File: src/rtl/pipa_spoof_gen.sv
// pipa_spoof_gen: spoofs AGC PIPA accelerometer pulse trains using a moding-slot pattern
// Ports:
//   SIM_CLK    - sole clock, rising edge
//   SIM_RST_n  - asynchronous active-low reset
//   PIPASW     - async PIPA strobe; each rising edge advances the moding slot
//   PIPDAT     - async PIPA data-read window
//   CH_BIAS    - signed net pulses per cycle, channel i at [i*BW +: BW]
//   PIPAp/m    - per-channel plus/minus pulses (registered)
//   SLOT       - current moding slot
//   CYC_DONE   - one-cycle pulse when SLOT wraps to 0
//   NETCNT     - signed 16-bit net pulse accumulators per channel (PIPA_SPOOF_NETCNT_EN only)
// Optional feature macro: PIPA_SPOOF_NETCNT_EN
module pipa_spoof_gen #(
    parameter int NCHAN    = 3,
    parameter int MODE_LEN = 6,
    parameter int BW       = $clog2(MODE_LEN) + 2
) (
    input  logic                        SIM_CLK,
    input  logic                        SIM_RST_n,
    input  logic                        PIPASW,
    input  logic                        PIPDAT,
    input  logic [NCHAN*BW-1:0]         CH_BIAS,
    output logic [NCHAN-1:0]            PIPAp,
    output logic [NCHAN-1:0]            PIPAm,
    output logic [$clog2(MODE_LEN)-1:0] SLOT,
    output logic                        CYC_DONE
`ifdef PIPA_SPOOF_NETCNT_EN
    ,
    output logic [NCHAN*16-1:0]         NETCNT
`endif
);
    localparam int SW = $clog2(MODE_LEN);
    localparam logic signed [BW:0] ML = (BW+1)'(MODE_LEN);

    logic          sw_s1, sw_s2, sw_prev, sw_edge;
    logic          dat_s1, dat_s2;
    logic [1:0]    fill;
    logic [BW-1:0] plus_cnt [NCHAN];
    logic [NCHAN-1:0] plus;
    logic          wrap;

    // Clamp the bias to +/-MODE_LEN, then (MODE_LEN + bias) >>> 1; the sum is never
    // negative so dropping the low bit is the floor.
    function automatic logic [BW-1:0] plus_of(input logic signed [BW-1:0] bias);
        logic signed [BW:0] b, s;
        b = {bias[BW-1], bias};
        b = (b > ML) ? ML : (b < -ML) ? -ML : b;
        s = b + ML;
        return s[BW:1];
    endfunction

    assign wrap = sw_edge && (SLOT == SW'(MODE_LEN - 1));

    always_comb begin
        plus = '0;
        for (int i = 0; i < NCHAN; i++)
            plus[i] = BW'(SLOT) < plus_cnt[i];
    end

    // fill marks how far the synchronisers have refilled since reset: fill[0] is low only
    // on the first clock (pluscnt load), and sw_prev is held high until the synchronised
    // copy is valid so a PIPASW already high at release is not seen as an edge.
    always_ff @(posedge SIM_CLK or negedge SIM_RST_n)
        if (!SIM_RST_n) begin
            {sw_s2, sw_s1}   <= '0;
            {dat_s2, dat_s1} <= '0;
            fill     <= '0;
            sw_prev  <= 1'b1;
            sw_edge  <= 1'b0;
            SLOT     <= '0;
            CYC_DONE <= 1'b0;
            PIPAp    <= '0;
            PIPAm    <= '0;
            for (int i = 0; i < NCHAN; i++)
                plus_cnt[i] <= '0;
        end else begin
            {sw_s2, sw_s1}   <= {sw_s1, PIPASW};
            {dat_s2, dat_s1} <= {dat_s1, PIPDAT};
            fill     <= {fill[0], 1'b1};
            sw_prev  <= fill[1] ? sw_s2 : 1'b1;
            sw_edge  <= sw_s2 & ~sw_prev;
            SLOT     <= sw_edge ? (wrap ? '0 : SLOT + 1'b1) : SLOT;
            CYC_DONE <= wrap;
            PIPAp    <= {NCHAN{dat_s2}} & plus;
            PIPAm    <= {NCHAN{dat_s2}} & ~plus;
            if (wrap || !fill[0])
                for (int i = 0; i < NCHAN; i++)
                    plus_cnt[i] <= plus_of(CH_BIAS[i*BW +: BW]);
        end

`ifdef PIPA_SPOOF_NETCNT_EN
    logic dat_prev;

    always_ff @(posedge SIM_CLK or negedge SIM_RST_n)
        if (!SIM_RST_n) begin
            dat_prev <= 1'b1;
            NETCNT   <= '0;
        end else begin
            dat_prev <= fill[1] ? dat_s2 : 1'b1;
            if (dat_s2 && !dat_prev)
                for (int i = 0; i < NCHAN; i++)
                    NETCNT[i*16 +: 16] <= NETCNT[i*16 +: 16] + (plus[i] ? 16'd1 : 16'hFFFF);
        end
`endif
endmodule

File: config.mk
export PLATFORM = sky130hd
export DESIGN_NAME = pipa_spoof_gen
export DESIGN_NICKNAME = d
export VERILOG_FILES = /design/src/rtl/pipa_spoof_gen.sv
export SDC_FILE = /design/constraint.sdc
export NUM_CORES = 1
export LEC_CHECK = 0
export ABC_AREA = 1
export BUFFER_PORTS_ARGS = -buffer_cell sky130_fd_sc_hd__buf_2
export CAP_MARGIN = 20
export CORE_MARGIN = 2
export CORE_UTILIZATION = 50
export DETAILED_ROUTE_END_ITERATION = 10
export GPL_TIMING_DRIVEN = 0
export PLACE_DENSITY = 0.72
export SLEW_MARGIN = 20
export SYNTH_ARGS = -nofsm -noshare
export SYNTH_HDL_FRONTEND = slang
export SYNTH_SLANG_ARGS = --single-unit
File: constraint.sdc
create_clock -name SIM_CLK -period 1.2 [get_ports SIM_CLK]
set_input_delay 0.24 -clock SIM_CLK [delete_from_list [all_inputs] [get_ports SIM_CLK]]
set_output_delay 0.24 -clock SIM_CLK [all_outputs]
set_load 0.005 [all_outputs]
==> impl_metrics.tcl, run 1 <==
set metrics [dict create \
    port_buffers 28 \
    yosys_warnings 0 \
    cts_max_level 2 \
    synth-edff-count 0 \
    cpMostUsedCell "buf_4" \
    cts.path.max_buffers 2 \
    drv_slew 0 \
    synth_xor_area_share_pct 0 \
    areaGrowthSynthToFinish_pct 43.2 \
    cp-start-kind "flip-flop" \
    wl_per_cell_um 13.4 \
    pin_count 29 \
    min_from "CH_BIAS[9]" \
    grt_max_degree 34 \
    fmax_mhz 747 \
    first_global_vias 1461 \
    preCtsSetupSlack_ns -0.406 \
    drt_first_iter_violations 63 \
    violations "setup timing" \
    clock-root-buffer "clkbuf_4" \
    worstHoldEndpoint "plus_cnt[7]" \
    synth.cell_area_sq_um 1710 \
    rrSetupSlack_ns -0.14 \
    synth_ff_type "dfrtp_1" \
    path_class "flip-flop to flip-flop" \
    finalClockSkew_ns 0.0113 \
    grt_pass1_wl_mm 6.24 \
    synth-compound-area-share_pct 10.2 \
    diodes 0 \
    avgViaCountPerCell 4.99 \
    postSynthCellCount 206 \
    overflow 0 \
    hold_ws_ns 0.184 \
    drt_wl_total_mm 4.03 \
    antenna_found_initial 0 \
    worst_pin_slew_ns 0.725 \
    cp_slowest_cell "dfrtp_2" \
    dieWidth_um 62.5 \
    pwr_density_cell_nw_per_um2 1520 \
    layout_min_cycle_time_ns 1.34 \
    path_clk_slew_ns 0.10 \
    ir_drop_uv 640 \
    yosys_register_bits 33 \
    hp-class "input port to flip-flop" \
    maxCapViolCount 0 \
    nets 285 \
    via_count 1498 \
    globalplace.congestion 0.762 \
    synth_top_family_by_area "simple AND/OR/NAND/NOR gates" \
    clk_latency_ns 0.34 \
    layout_setup_ws_ns -0.138 \
    firstDrtPassIters 4 \
    r2r_end "SLOT[0]" \
    core_area_sq_um 3310 \
    synthTopCellsByArea "dfrtp_1 47%, nand2_1 11%, ha_1 9.5%, inv_1 8.6%, nor2_1 4.2%" \
    synthSimpleGateAreaFrac_pct 21.5 \
    initial_core_util_pct 51.6 \
    yosys.cell_types.count 24 \
    cts_tree "done" \
    grt_usage_pct 21.0 \
    dp_hpwl_mm 2.33 \
    power_leakage_nw 1.24 \
    required_ns 1.42 \
    async_reset_ff_share_pct 100 \
    status "complete, but fails checks" \
    finalHoldViolCount 0 \
    synth_top_area_share_pct 46.9 \
    yosysSeqAreaShare_pct 48.4 \
    rsz0062_at_grt "yes" \
    synthAdderAreaFrac_pct 9.52 \
    critPathCaptureType "flip-flop" \
    synth_top_area_cell "dfrtp_1" \
    setup_tns_ns -1.57 \
    cts_sinks 33 \
    syn_area_per_cell_sq_um 8.30 \
    drc 0 \
    synth_nets 238 \
    layout-drive-gt1-share_pct 42.9 \
    synth_mux_area_share_pct 0 \
    fin_util_pct 73.9 \
    slowest_delay_ns 0.44 \
    ff2ff_path_depth 7 \
    die_y_um 62.5 \
    relSlewSlack_pct 51.7 \
    fp.dieArea_sq_um 3900 \
    postRouteAntennaNets 0 \
    fill_cells 225 \
    min_period_over_period_pct 111 \
    worstReg2RegStart "SLOT[1]" \
    whs_path_depth 3 \
    finalSetupViolCount 25 \
    arrival_ns 1.56 \
    crit_chain "inv_2, ha_4, nand3_4, buf_4, buf_4, nand3_1, o21ai_1" \
    cts_buffers 5 \
    fp-row-count 21 \
    cp_max_fo 3 \
]
-- layout make-up --
class                   instances  area [sq um]  area share, %
multi-input cells             131           970           39.6
repair buffers                 40           313           12.8
well taps                      46          57.6           2.35
clock buffers                   7          55.1           2.25
clock inverters                 1          30.0           1.23
flip-flops and latches         33           830           33.9
inverters                      40           163           6.65
plain buffers                   2          30.0           1.23
-- cell usage after synthesis (2+ instances only) --
cell type / number
nand4_1: 4
nand3_1: 12
ha_1: 13
a21oi_1: 4
nand2_1: 52
o22ai_1: 2
o21ai_0: 9
dfrtp_1: 32
nor2_1: 19
a22oi_1: 2
o21ai_2: 4
o21ai_1: 2
inv_1: 39
buf_6: 2
-- repair_timing --
action | 4_1_cts | 5_1_grt
hold endpoints to repair | 33 | 1
endpoints found under the setup margin | 23 | 26
gates cloned | 1 | 1
hold buffers | 2 | 1
resized for setup | 32 | 27
pin swaps | 13 | 21
buffers inserted | 7 | 0
-- routing by layer --
metal | GRT usage (%) | share of wire [%] | vias to the layer above
met5 | 0 | 0 | -
met3 | 5.59 | 4.5 | 16
met1 | 23.0 | 40 | 685
li1 | - | - | 750
met4 | 14.2 | 4.6 | 0
met2 | 35.6 | 50 | 47
-- logic make-up (layout without fill, tap and decap cells) --
logic type	Yosys count	after routing
AOI/OAI and AO/OA	28	28
adders and majority gates	13	13
buffers and inverters	42	90
DFF	33	33
other	1	1
and+or+nand+nor	89	89
-- critical path: cells and delay by family, from the launching register on --
kind                     cells  cell delay [ns]
AND/OR/NAND/NOR              2             0.17
buffers and inverters        3             0.37
flip-flops                   1             0.44
adder cells (fa/ha/maj)      1             0.14
AO/OA/AOI/OAI                1             0.08
-- power by group --
group / switching (W) / leakage (nW) / internal (W)
clock network: 0.000362 / 0.0455 / 0.000497
logic: 0.000711 / 0.793 / 0.000686
registers: 0.000157 / 0.407 / 0.00130
total: 0.00123 / 1.24 / 0.00248
-- sequential cells by signal, indices dropped and copies added, names as in the netlist, 2 cells and up --
| name | count |
|---|---|
| SLOT | 3 |
| PIPAm | 3 |
| PIPAp | 3 |
| plus_cnt | 15 |
| fill | 2 |
-- stage by stage --
step           instances  total power (W)  instance area (sq um)
3_5_place_dp         280          0.00235                   2020
3_3_place_gp         280          0.00231                   2020
2_1_floorplan        206          0.00203                   1820
6_report             300          0.00371                   2450
4_1_cts              298          0.00342                   2310
5_1_grt              300          0.00395                   2450
-- worst max path at each step --
stage | slack (ns) | startpoint | end | cells after the start
floorplan | -0.16 | CH_BIAS[11] | plus_cnt[2] | 10
global placement | -0.38 | CH_BIAS[14] | plus_cnt[2] | 11
detailed placement | -0.41 | CH_BIAS[14] | plus_cnt[2] | 12
CTS | -0.08 | SLOT[2] | SLOT[2] | 1
global route | -0.18 | SLOT[1] | plus_cnt[11] | 8
finish | -0.14 | SLOT[1] | SLOT[0] | 7
-- layout by cell type, fill, tap and decap left out, drive strengths merged, types with 2 or more instances in the layout --
cell,n
a21oi,5
o21ai,15
nor2,19
ha,13
buf,38
nand3,13
dlygate4sd3,3
inv,40
dfrtp,32
nand4,4
a22oi,2
o22ai,2
clkbuf,8
nand2,53
Power figures use the tool's default switching activity.
==> run 2, diff against run 1 <==
--- a/config.mk
+++ b/config.mk
@@ -13,6 +13,7 @@
 export DETAILED_ROUTE_END_ITERATION = 10
 export GPL_TIMING_DRIVEN = 0
 export PLACE_DENSITY = 0.72
+export RECOVER_POWER = 100
 export SLEW_MARGIN = 20
 export SYNTH_ARGS = -nofsm -noshare
 export SYNTH_HDL_FRONTEND = slang
==> run 2 against run 1 <==
  * The run still ends with setup timing left
  * Power is essentially flat
  * Combinational power is essentially flat
  * Core utilization fell by 0.076 points
  * Sequential power barely moved
  * Maximum frequency unchanged
==> impl_metrics.tcl, run 2 (synthesis results as in run 1) <==
set metrics [dict create \
    status "complete, but fails checks" \
    violations "setup timing" \
    postRouteAntennaNets 0 \
    final_common_cell "nand2_1" \
    fmax_mhz 747 \
    largest_register_ffs 15 \
    cp-start-kind "flip-flop" \
    fp-row-count 21 \
    whs_path_depth 3 \
    required_ns 1.42 \
    finalClockSkew_ns 0.0113 \
    cts_tree "done" \
    via_count 1498 \
    ff2ff_path_depth 7 \
    fill_cells 223 \
    antenna_found_initial 0 \
    cts_max_level 2 \
    globalplace.congestion 0.762 \
    die_y_um 62.5 \
    first_global_vias 1461 \
    layout-drive-gt1-share_pct 42.1 \
    path_class "flip-flop to flip-flop" \
    fp.dieArea_sq_um 3900 \
    final_cell_mix "41 x nand2_1, 30 x dfrtp_1, 28 x inv_1" \
    cts_buffers 5 \
    finalSetupViolCount 25 \
    clock-root-buffer "clkbuf_4" \
    grt_usage_pct 21.0 \
    maxCapViolCount 0 \
    hold_ws_ns 0.184 \
    cts_sinks 33 \
    areaGrowthSynthToFinish_pct 43.0 \
    hp-class "input port to flip-flop" \
    pin_count 29 \
    ir_drop_uv 640 \
    r2r_end "SLOT[0]" \
    worstHoldEndpoint "plus_cnt[7]" \
    worstReg2RegStart "SLOT[1]" \
    wl_met2_mm 2.03 \
    drc 0 \
    cts.path.max_buffers 2 \
    port_buffers 28 \
    avgViaCountPerCell 4.99 \
    min_from "CH_BIAS[9]" \
    layout_min_cycle_time_ns 1.34 \
    drt_first_iter_violations 63 \
    path_clk_slew_ns 0.10 \
    drt_wl_total_mm 4.03 \
    rsz0062_at_grt "yes" \
    cp_max_fo 3 \
    dp_hpwl_mm 2.33 \
    placed_cell_area_sq_um 2020 \
    grt_max_degree 34 \
    clk_latency_ns 0.34 \
    arrival_ns 1.56 \
    overflow 0 \
    fin_util_pct 73.8 \
    relSlewSlack_pct 46.2 \
    power_leakage_nw 1.24 \
    topRoutingLayerUsed "met4" \
    dieWidth_um 62.5 \
    pwr_density_cell_nw_per_um2 1520 \
    rrSetupSlack_ns -0.14 \
    wl_per_cell_um 13.4 \
    diodes 0 \
    firstDrtPassIters 4 \
    critPathCaptureType "flip-flop" \
    core_area_sq_um 3310 \
    regMostFlops "plus_cnt" \
    finalHoldViolCount 0 \
    grt_pass1_wl_mm 6.24 \
    wl_met1_mm 1.63 \
    worst_pin_slew_ns 0.807 \
    initial_core_util_pct 51.6 \
    final_cell_area_sq_um 2440 \
    drv_slew 0 \
    met3_length_um 183 \
    min_period_over_period_pct 111 \
    layout_setup_ws_ns -0.138 \
    nets 285 \
]
run 2: cell count changes in the layout (fill, tap and decap cells not counted), sizes merged:
cell,previous run,this run
buf,38,35
clkbuf,8,11
run 2: worst max path at each step:
stage                           start            to  slack, ns  cells past startpoint
after floorplan           CH_BIAS[11]   plus_cnt[2]      -0.16                     10
after global placement    CH_BIAS[14]   plus_cnt[2]      -0.38                     11
after detailed placement  CH_BIAS[14]   plus_cnt[2]      -0.41                     12
after CTS                     SLOT[2]       SLOT[2]      -0.08                      1
after global routing          SLOT[1]  plus_cnt[11]      -0.18                      8
final                         SLOT[1]       SLOT[0]      -0.14                      7
run 2: through the flow:
stage | setup slack [ns] | cells | total power [W] | TNS [ns]
final | -0.138 | 300 | 0.00371 | -1.57
after global routing | -0.177 | 300 | 0.00395 | -3.34
after CTS | -0.0795 | 298 | 0.00342 | -0.737
after detailed placement | -0.406 | 280 | 0.00235 | -3.82
after global placement | -0.377 | 280 | 0.00231 | -3.44
after floorplan | -0.157 | 206 | 0.00203 | -0.816
run 2: metal layers:
metal / vias up / global-route usage (%)
li1: 750 / -
met1: 685 / 23.0
met2: 47 / 35.6
met3: 16 / 5.59
met4: 0 / 14.2
met5: - / 0
run 2: worst max-delay path, cell delays in order (launching register included):
cell,delay [ns]
dfrtp_2,0.44
inv_2,0.07
ha_4,0.14
nand3_4,0.10
buf_4,0.17
buf_4,0.13
nand3_1,0.07
o21ai_1,0.08
run 2: area by class of cell:
cell class              count  area, sq um  share of cell area [%]
well taps                  46         57.6                    2.35
multi-input cells         131          970                    39.7
flip-flops and latches     33          830                    33.9
clock inverters             1         30.0                    1.23
repair buffers             40          310                    12.7
plain buffers               2         30.0                    1.23
clock buffers               7         55.1                    2.25
inverters                  40          163                    6.65
run 2: repair_timing:
item	4_1_cts	5_1_grt
hold buffers	2	1
resized for setup	32	27
setup buffers	7	0
cloned	1	1
pin swaps	13	21
hold endpoints to repair	33	1
endpoints found under the setup margin	23	26
run 2: power by group:
group          switching, W  internal [W]  total, W
Combinational      0.000712      0.000683   0.00139
Sequential         0.000157       0.00130   0.00146
Clock              0.000362      0.000497  0.000859
